===== src/rtl/obi_arb_scheduler.sv =====
// obi_arb_scheduler: arbitration and response-ordering core for an N:1 OBI mux.
// Round-robin arbitration with lock-in, a global outstanding limit (order FIFO depth)
// and, when OBI_ARB_SCHED_QUOTA_EN is defined, a per-port outstanding limit.
// The order FIFO records which port owns each outstanding transaction so the
// datapath can steer R-channel responses via rsp_idx_o.
module obi_arb_scheduler #(
  parameter  int unsigned NumPorts        = 4,
  parameter  int unsigned NumMaxTrans     = 4,
  parameter  int unsigned MaxTransPerPort = 2,
  localparam int unsigned IdxWidth        = $clog2(NumPorts)
) (
  input  logic                clk_i,
  input  logic                rst_ni,
  input  logic [NumPorts-1:0] req_i,
  output logic [NumPorts-1:0] gnt_o,
  output logic [IdxWidth-1:0] sel_idx_o,
  output logic                mst_req_o,
  input  logic                mst_gnt_i,
  input  logic                mst_rvalid_i,
  input  logic                mst_rready_i,
  output logic [IdxWidth-1:0] rsp_idx_o,
  output logic                empty_o,
  output logic                err_o
);

  localparam int unsigned         PtrWidth  = (NumMaxTrans > 1) ? $clog2(NumMaxTrans) : 1;
  localparam int unsigned         CntWidth  = $clog2(NumMaxTrans + 1);
  localparam logic [IdxWidth:0]   NumPortsW = (IdxWidth + 1)'(NumPorts);
  localparam logic [IdxWidth-1:0] LastPort  = IdxWidth'(NumPorts - 1);
  localparam logic [PtrWidth-1:0] LastSlot  = PtrWidth'(NumMaxTrans - 1);
  localparam logic [CntWidth-1:0] FullCount = CntWidth'(NumMaxTrans);

  typedef enum logic {
    LockIdle,
    LockHeld
  } lock_e;

  lock_e               lock_q, lock_d;
  logic [IdxWidth-1:0] lock_idx_q, lock_idx_d;
  logic [IdxWidth-1:0] rr_q, rr_d;
  logic [IdxWidth-1:0] fifo_q [NumMaxTrans];
  logic [PtrWidth-1:0] wptr_q, wptr_d;
  logic [PtrWidth-1:0] rptr_q, rptr_d;
  logic [CntWidth-1:0] count_q, count_d;
  logic                err_q, err_d;

  logic [NumPorts-1:0] eligible;
  logic [IdxWidth-1:0] rr_idx;
  logic                rr_found;
  logic [IdxWidth:0]   cand;
  logic [IdxWidth-1:0] sel;
  logic [IdxWidth-1:0] head;
  logic                locked;
  logic                fifo_full;
  logic                fifo_empty;
  logic                drop_err;
  logic                rsp_fire;
  logic                push;
  logic                pop;

`ifdef OBI_ARB_SCHED_QUOTA_EN
  localparam int unsigned           QuotaWidth = $clog2(MaxTransPerPort + 1);
  localparam logic [QuotaWidth-1:0] QuotaMax   = QuotaWidth'(MaxTransPerPort);

  logic [QuotaWidth-1:0] cnt_q [NumPorts];
  logic [QuotaWidth-1:0] cnt_d [NumPorts];

  // A port is eligible only while it is below its outstanding quota
  always_comb begin
    eligible = '0;
    for (int unsigned i = 0; i < NumPorts; i++) begin
      eligible[i] = req_i[i] && (cnt_q[i] < QuotaMax);
    end
  end

  // Per-port outstanding counters; grant and response to the same port cancel out
  always_comb begin
    for (int unsigned i = 0; i < NumPorts; i++) begin
      cnt_d[i] = cnt_q[i];
      case ({push && (sel == IdxWidth'(i)), pop && (head == IdxWidth'(i))})
        2'b10:   cnt_d[i] = cnt_q[i] + QuotaWidth'(1);
        2'b01:   cnt_d[i] = cnt_q[i] - QuotaWidth'(1);
        default: cnt_d[i] = cnt_q[i];
      endcase
    end
  end

  // Per-port counter registers
  always_ff @(posedge clk_i or negedge rst_ni) begin
    if (!rst_ni) begin
      for (int unsigned i = 0; i < NumPorts; i++) begin
        cnt_q[i] <= '0;
      end
    end else begin
      cnt_q <= cnt_d;
    end
  end
`else
  // Without quotas every requesting port is eligible
  always_comb begin
    eligible = req_i;
  end
`endif

  // Round-robin search upward from the pointer, wrapping modulo NumPorts
  always_comb begin
    rr_idx   = '0;
    rr_found = 1'b0;
    cand     = '0;
    for (int unsigned off = 0; off < NumPorts; off++) begin
      cand = {1'b0, rr_q} + (IdxWidth + 1)'(off);
      if (cand >= NumPortsW) begin
        cand = cand - NumPortsW;
      end
      if (!rr_found && eligible[cand[IdxWidth-1:0]]) begin
        rr_found = 1'b1;
        rr_idx   = cand[IdxWidth-1:0];
      end
    end
  end

  // A-channel request/grant, response steering and error detection
  always_comb begin
    locked     = (lock_q == LockHeld);
    fifo_empty = (count_q == '0);
    fifo_full  = (count_q == FullCount);
    head       = fifo_q[rptr_q];
    drop_err   = locked && !req_i[lock_idx_q];
    sel        = locked ? lock_idx_q : rr_idx;
    // A locked port that withdraws its request must not be handshaked; rst_ni
    // keeps the outputs quiet while reset is held
    mst_req_o  = rst_ni && !fifo_full && (locked ? !drop_err : rr_found);
    push       = mst_req_o && mst_gnt_i;
    rsp_fire   = mst_rvalid_i && mst_rready_i;
    pop        = rsp_fire && !fifo_empty;
    gnt_o      = '0;
    if (push) begin
      gnt_o[sel] = 1'b1;
    end
    sel_idx_o  = rst_ni ? sel : '0;
    rsp_idx_o  = fifo_empty ? '0 : head;
    empty_o    = fifo_empty;
    err_d      = drop_err || (rsp_fire && fifo_empty);
    err_o      = err_q;
  end

  // Lock FSM next state, RR pointer and FIFO bookkeeping
  always_comb begin
    lock_d     = lock_q;
    lock_idx_d = lock_idx_q;
    case (lock_q)
      LockIdle: begin
        if (mst_req_o && !mst_gnt_i) begin
          lock_d     = LockHeld;
          lock_idx_d = sel;
        end
      end
      LockHeld: begin
        if (drop_err || push) begin
          lock_d = LockIdle;
        end
      end
      default: lock_d = LockIdle;
    endcase

    rr_d = rr_q;
    if (push) begin
      rr_d = (sel == LastPort) ? '0 : sel + IdxWidth'(1);
    end

    wptr_d = wptr_q;
    if (push) begin
      wptr_d = (wptr_q == LastSlot) ? '0 : wptr_q + PtrWidth'(1);
    end

    rptr_d = rptr_q;
    if (pop) begin
      rptr_d = (rptr_q == LastSlot) ? '0 : rptr_q + PtrWidth'(1);
    end

    case ({push, pop})
      2'b10:   count_d = count_q + CntWidth'(1);
      2'b01:   count_d = count_q - CntWidth'(1);
      default: count_d = count_q;
    endcase
  end

  // Control state registers
  always_ff @(posedge clk_i or negedge rst_ni) begin
    if (!rst_ni) begin
      lock_q     <= LockIdle;
      lock_idx_q <= '0;
      rr_q       <= '0;
      wptr_q     <= '0;
      rptr_q     <= '0;
      count_q    <= '0;
      err_q      <= 1'b0;
    end else begin
      lock_q     <= lock_d;
      lock_idx_q <= lock_idx_d;
      rr_q       <= rr_d;
      wptr_q     <= wptr_d;
      rptr_q     <= rptr_d;
      count_q    <= count_d;
      err_q      <= err_d;
    end
  end

  // Order FIFO storage: one entry per granted transaction
  always_ff @(posedge clk_i or negedge rst_ni) begin
    if (!rst_ni) begin
      for (int unsigned i = 0; i < NumMaxTrans; i++) begin
        fifo_q[i] <= '0;
      end
    end else if (push) begin
      fifo_q[wptr_q] <= sel;
    end
  end

endmodule

===== config.mk =====
export PLATFORM = sky130hd
export DESIGN_NAME = obi_arb_scheduler
export DESIGN_NICKNAME = d
export VERILOG_FILES = /design/src/rtl/obi_arb_scheduler.sv
export SDC_FILE = /design/constraint.sdc
export NUM_CORES = 1
export LEC_CHECK = 0
export CAP_MARGIN = 20
export CORE_MARGIN = 2
export CORE_UTILIZATION = 34
export CTS_CLUSTER_DIAMETER = 40
export DETAILED_ROUTE_END_ITERATION = 10
export DONT_BUFFER_PORTS = 1
export PLACE_DENSITY_LB_ADDON = 0.05
export SETUP_SLACK_MARGIN = 0.15
export SLEW_MARGIN = 20
export SYNTH_ARGS = -nofsm -noshare
export SYNTH_HDL_FRONTEND = slang
export SYNTH_SLANG_ARGS = --single-unit

===== constraint.sdc =====
create_clock -name clk_i -period 2.7 [get_ports clk_i]
set_clock_uncertainty 0.1 [all_clocks]
set_input_delay 0.135 -clock clk_i [delete_from_list [all_inputs] [get_ports clk_i]]
set_output_delay 0.135 -clock clk_i [all_outputs]
set_load 0.01 [all_outputs]

==> summary.md <==
| Metric | Value |
|---|---|
| Result of the run | completed |
| Number of nets at the end of the flow | 156 |
| Multi-input combinational cell area | 768 µm² |
| Leading cell types in the layout, fill and taps excluded | 21 x dfrtp_1, 14 x mux2_2, 11 x inv_1 |
| IR Drop Worst-Case VDD | around 300 µV |
| Finished Layout Cells | 183 |
| Total gr overflow | 0 |
| Area growth from synthesis to layout | 16.4% |
| Post-synthesis instance area | 1330 µm² |
| Post-synthesis sequential area ratio | 0.394 |
| Worst-case setup margin in the final layout | approximately 0.26 ns |
| Number of top-level design ports | 20 |
| Pre-CTS setup slack | 0.153 ns |
| Yosys Warn Count | 0 |
| Period Utilization, post-route | 0.905 |
| Total Die Area | ~4400 µm² |
| Headroom to the max-slew limit | 0.659 |
| Clock-pin slew reported for the worst setup and hold paths after clock tree synthesis | approximately 0.08 ns |
| Clock latency on the worst-skew pair | 0.26 ns |
| Finish-stage setup viols | 0 |
| Detailed Route WL | 2680 µm |
| Area of the core | roughly 3700 µm² |
| Count of max-cap constraint violations | 0 |
| Sink count of the clock tree | 21 |
| CTS root buffer | clkbuf_8 |
| Buffers added on ports | 0 |
| Data arrival, critical path | 2.53 ns |
| Power Density | 1080 nW/µm² |
| Type of the worst setup path | reg2reg |
| Kind of capture point of the worst setup path | flop |
| Via count of the first global-routing pass | 922 |
| Footprint of the flip-flops and latches | 526 µm² |
| Placer's final routability congestion estimate | 0.752 |
| Average wire length per cell after detail routing | between 10 and 15 µm |
| Required time at the endpoint of the critical path | 2.79 ns |
| Crit-path max FO | 3 |
| Gate count of the mapped netlist | 118 |
| Most common cell after layout, fill and taps aside | dfrtp_1 |
| Leak | approximately 0.7 nW |
| Top cell type's share of synthesized area | 0.394 |
| Maximum number of pins on one net before global-route repair | 23 |
| Deepest clock path buffer count | 2 |
| Count of placed standard cells including taps | about 170 |
| Max Freq | between 0.4 and 0.5 GHz |
| Number of pins with negative max-slew slack in the final report | 0 |
| Fraction of layout instances using a drive strength above 1 | 0.281 |
| Placed wire-length estimate | 1940 µm |
| Initial standard-cell utilization of the core | 0.359 |
| Antenna diode count | 0 |
| Number of nets with antenna violations after routing | 0 |
| Total DRC errors in the routed layout | 0 |
| Synth Area per Inst | 11.3 µm² |
| Register bit total from synthesis | 21 |
| Final total negative setup slack | 0 ns |
| Number of iterations in the first detailed-routing pass | 4 |
| Worst hold-check path type | in2reg |
| Overall via count from detail_route | approximately 920 |
| Global-route wire length before repair | 4730 µm |
| Number of H-tree branching levels | 1 |
| Final Hold Violating Endpoints | 0 |
| Vertical die dimension | between 60 and 70 µm |
| Minimum period implied by the final worst setup slack | 2.44 ns |
| Final-layout worst hold slack | 0.0711 ns |
| Filler instances | about 370 |
| Syn nets | 138 |
| Initial antenna violation count | 0 |
| CTS tree | built |
| Biggest area consumer among synthesized cells | dfrtp_1 |
| Worst-margin pin slew | a little over 0.5 ns |
| Post-synthesis cell type count | 33 |
| Number of buffers created by CTS | 3 |
| Setup repair after global routing missed its margin | true |
| Cell types with the largest area share after synthesis | dfrtp_1 39%, mux2_2 12%, ha_1 9.4% |
| Iteration-0 DRC Markers | 65 |
| Die width | about 67 µm |
| Std cell rows | 22 |
| Nature of the critical path startpoint | flop |
| All-Layer GR Usage | 0.147 |
| Average vias per placed instance | 5.04 |
power by group:
part | internal (mW) | switching (mW)
Combinational | 0.445 | 0.397
Sequential | 0.470 | 0.155
Clock | 0.105 | 0.103
Total | 1.02 | 0.655
flip-flops by register name, summed over array words and instances (netlist names):
signal	count
rptr_q	2
wptr_q	2
rr_q	2
lock_q	1
lock_idx_q	2
err_o	1
count_q	3
fifo_q	8
routing by layer:
metal | track usage | share of wire | vias to the layer above
met5 | 0 | 0 | -
met4 | 0.0459 | 0.010 | 0
met3 | 0.0389 | 0.048 | 4
met2 | 0.216 | 0.44 | 16
met1 | 0.208 | 0.50 | 456
li1 | - | - | 447
kinds of logic after synthesis:
| kind of cell | Yosys count | synth area share |
|---|---|---|
| muxes | 19 | 0.193 |
| xor gates and xnor gates | 3 | 0.0197 |
| AOI/OAI and AO/OA | 10 | 0.0685 |
| adders and majority gates | 11 | 0.109 |
| buffers and inverters | 12 | 0.0338 |
| and+or+nand+nor | 42 | 0.182 |
| DFF | 21 | 0.394 |
repair_timing:
action,4_1_cts,5_1_grt
buffers inserted,0,5
gates resized for setup,0,2
endpoints found under the setup margin,0,4
hold endpoints to repair,23,21
hold buffers,4,1
worst max-delay path: stages, from the launching register on:
cell and delay (ns):
dfrtp_1 0.38, mux4_2 0.56, mux2i_4 0.21, nor3b_4 0.06, inv_1 0.06, ha_2 0.18, inv_1 0.05, fa_1 0.37
xor2_1 0.15, nor2_1 0.11, xor2_1 0.15
final cells by class:
type                            instances  area share
Clock buffer                            4      0.0290
Inverter                               11      0.0266
Multi-Input combinational cell         85       0.495
Sequential cell                        21       0.338
Tap cell                               48      0.0387
Timing Repair Buffer                   14      0.0725
per-stage QoR:
step	area, µm²	util	power, mW
4_1_cts	1510	0.405	1.63
5_1_grt	1550	0.418	1.85
2_1_floorplan	1330	-	1.20
3_3_place_gp	1420	0.382	1.40
6_report	1550	0.418	1.67
3_5_place_dp	1420	0.382	1.41
cell usage after synthesis (all sizes together):
cell,number
a2bb2oi,1
fa,1
mux2i,2
mux4,3
and3,1
inv,11
clkbuf,1
nor2,7
nand2b,2
a21oi,1
or3b,1
and2,6
nand4,4
a21o,1
dfrtp,21
nor2b,2
a31oi,1
nand4b,1
nor3b,2
nor3,5
xnor2,1
mux2,14
xor2,2
nand3b,1
or4,1
nand3,1
ha,10
o41ai,2
o21ai,4
nand2,8
path summary, 6_finish.rpt:
check | startpoint | cells after the start | slack, ns | to
setup / recovery | lock_idx_q[0] | 10 | 0.26 | count_q[2]
hold / removal | mst_gnt_i | 2 | 0.07 | lock_idx_q[0]
setup reg to reg | lock_idx_q[0] | 10 | 0.26 | count_q[2]
hold reg to reg | fifo_q[7] | 1 | 0.41 | fifo_q[7]
max in group asynchronous | rst_ni | 2 | 1.88 | fifo_q[2]
min in group asynchronous | rst_ni | 2 | 0.27 | lock_idx_q[1]
Note: power is estimated with default switching activity, not from simulation.
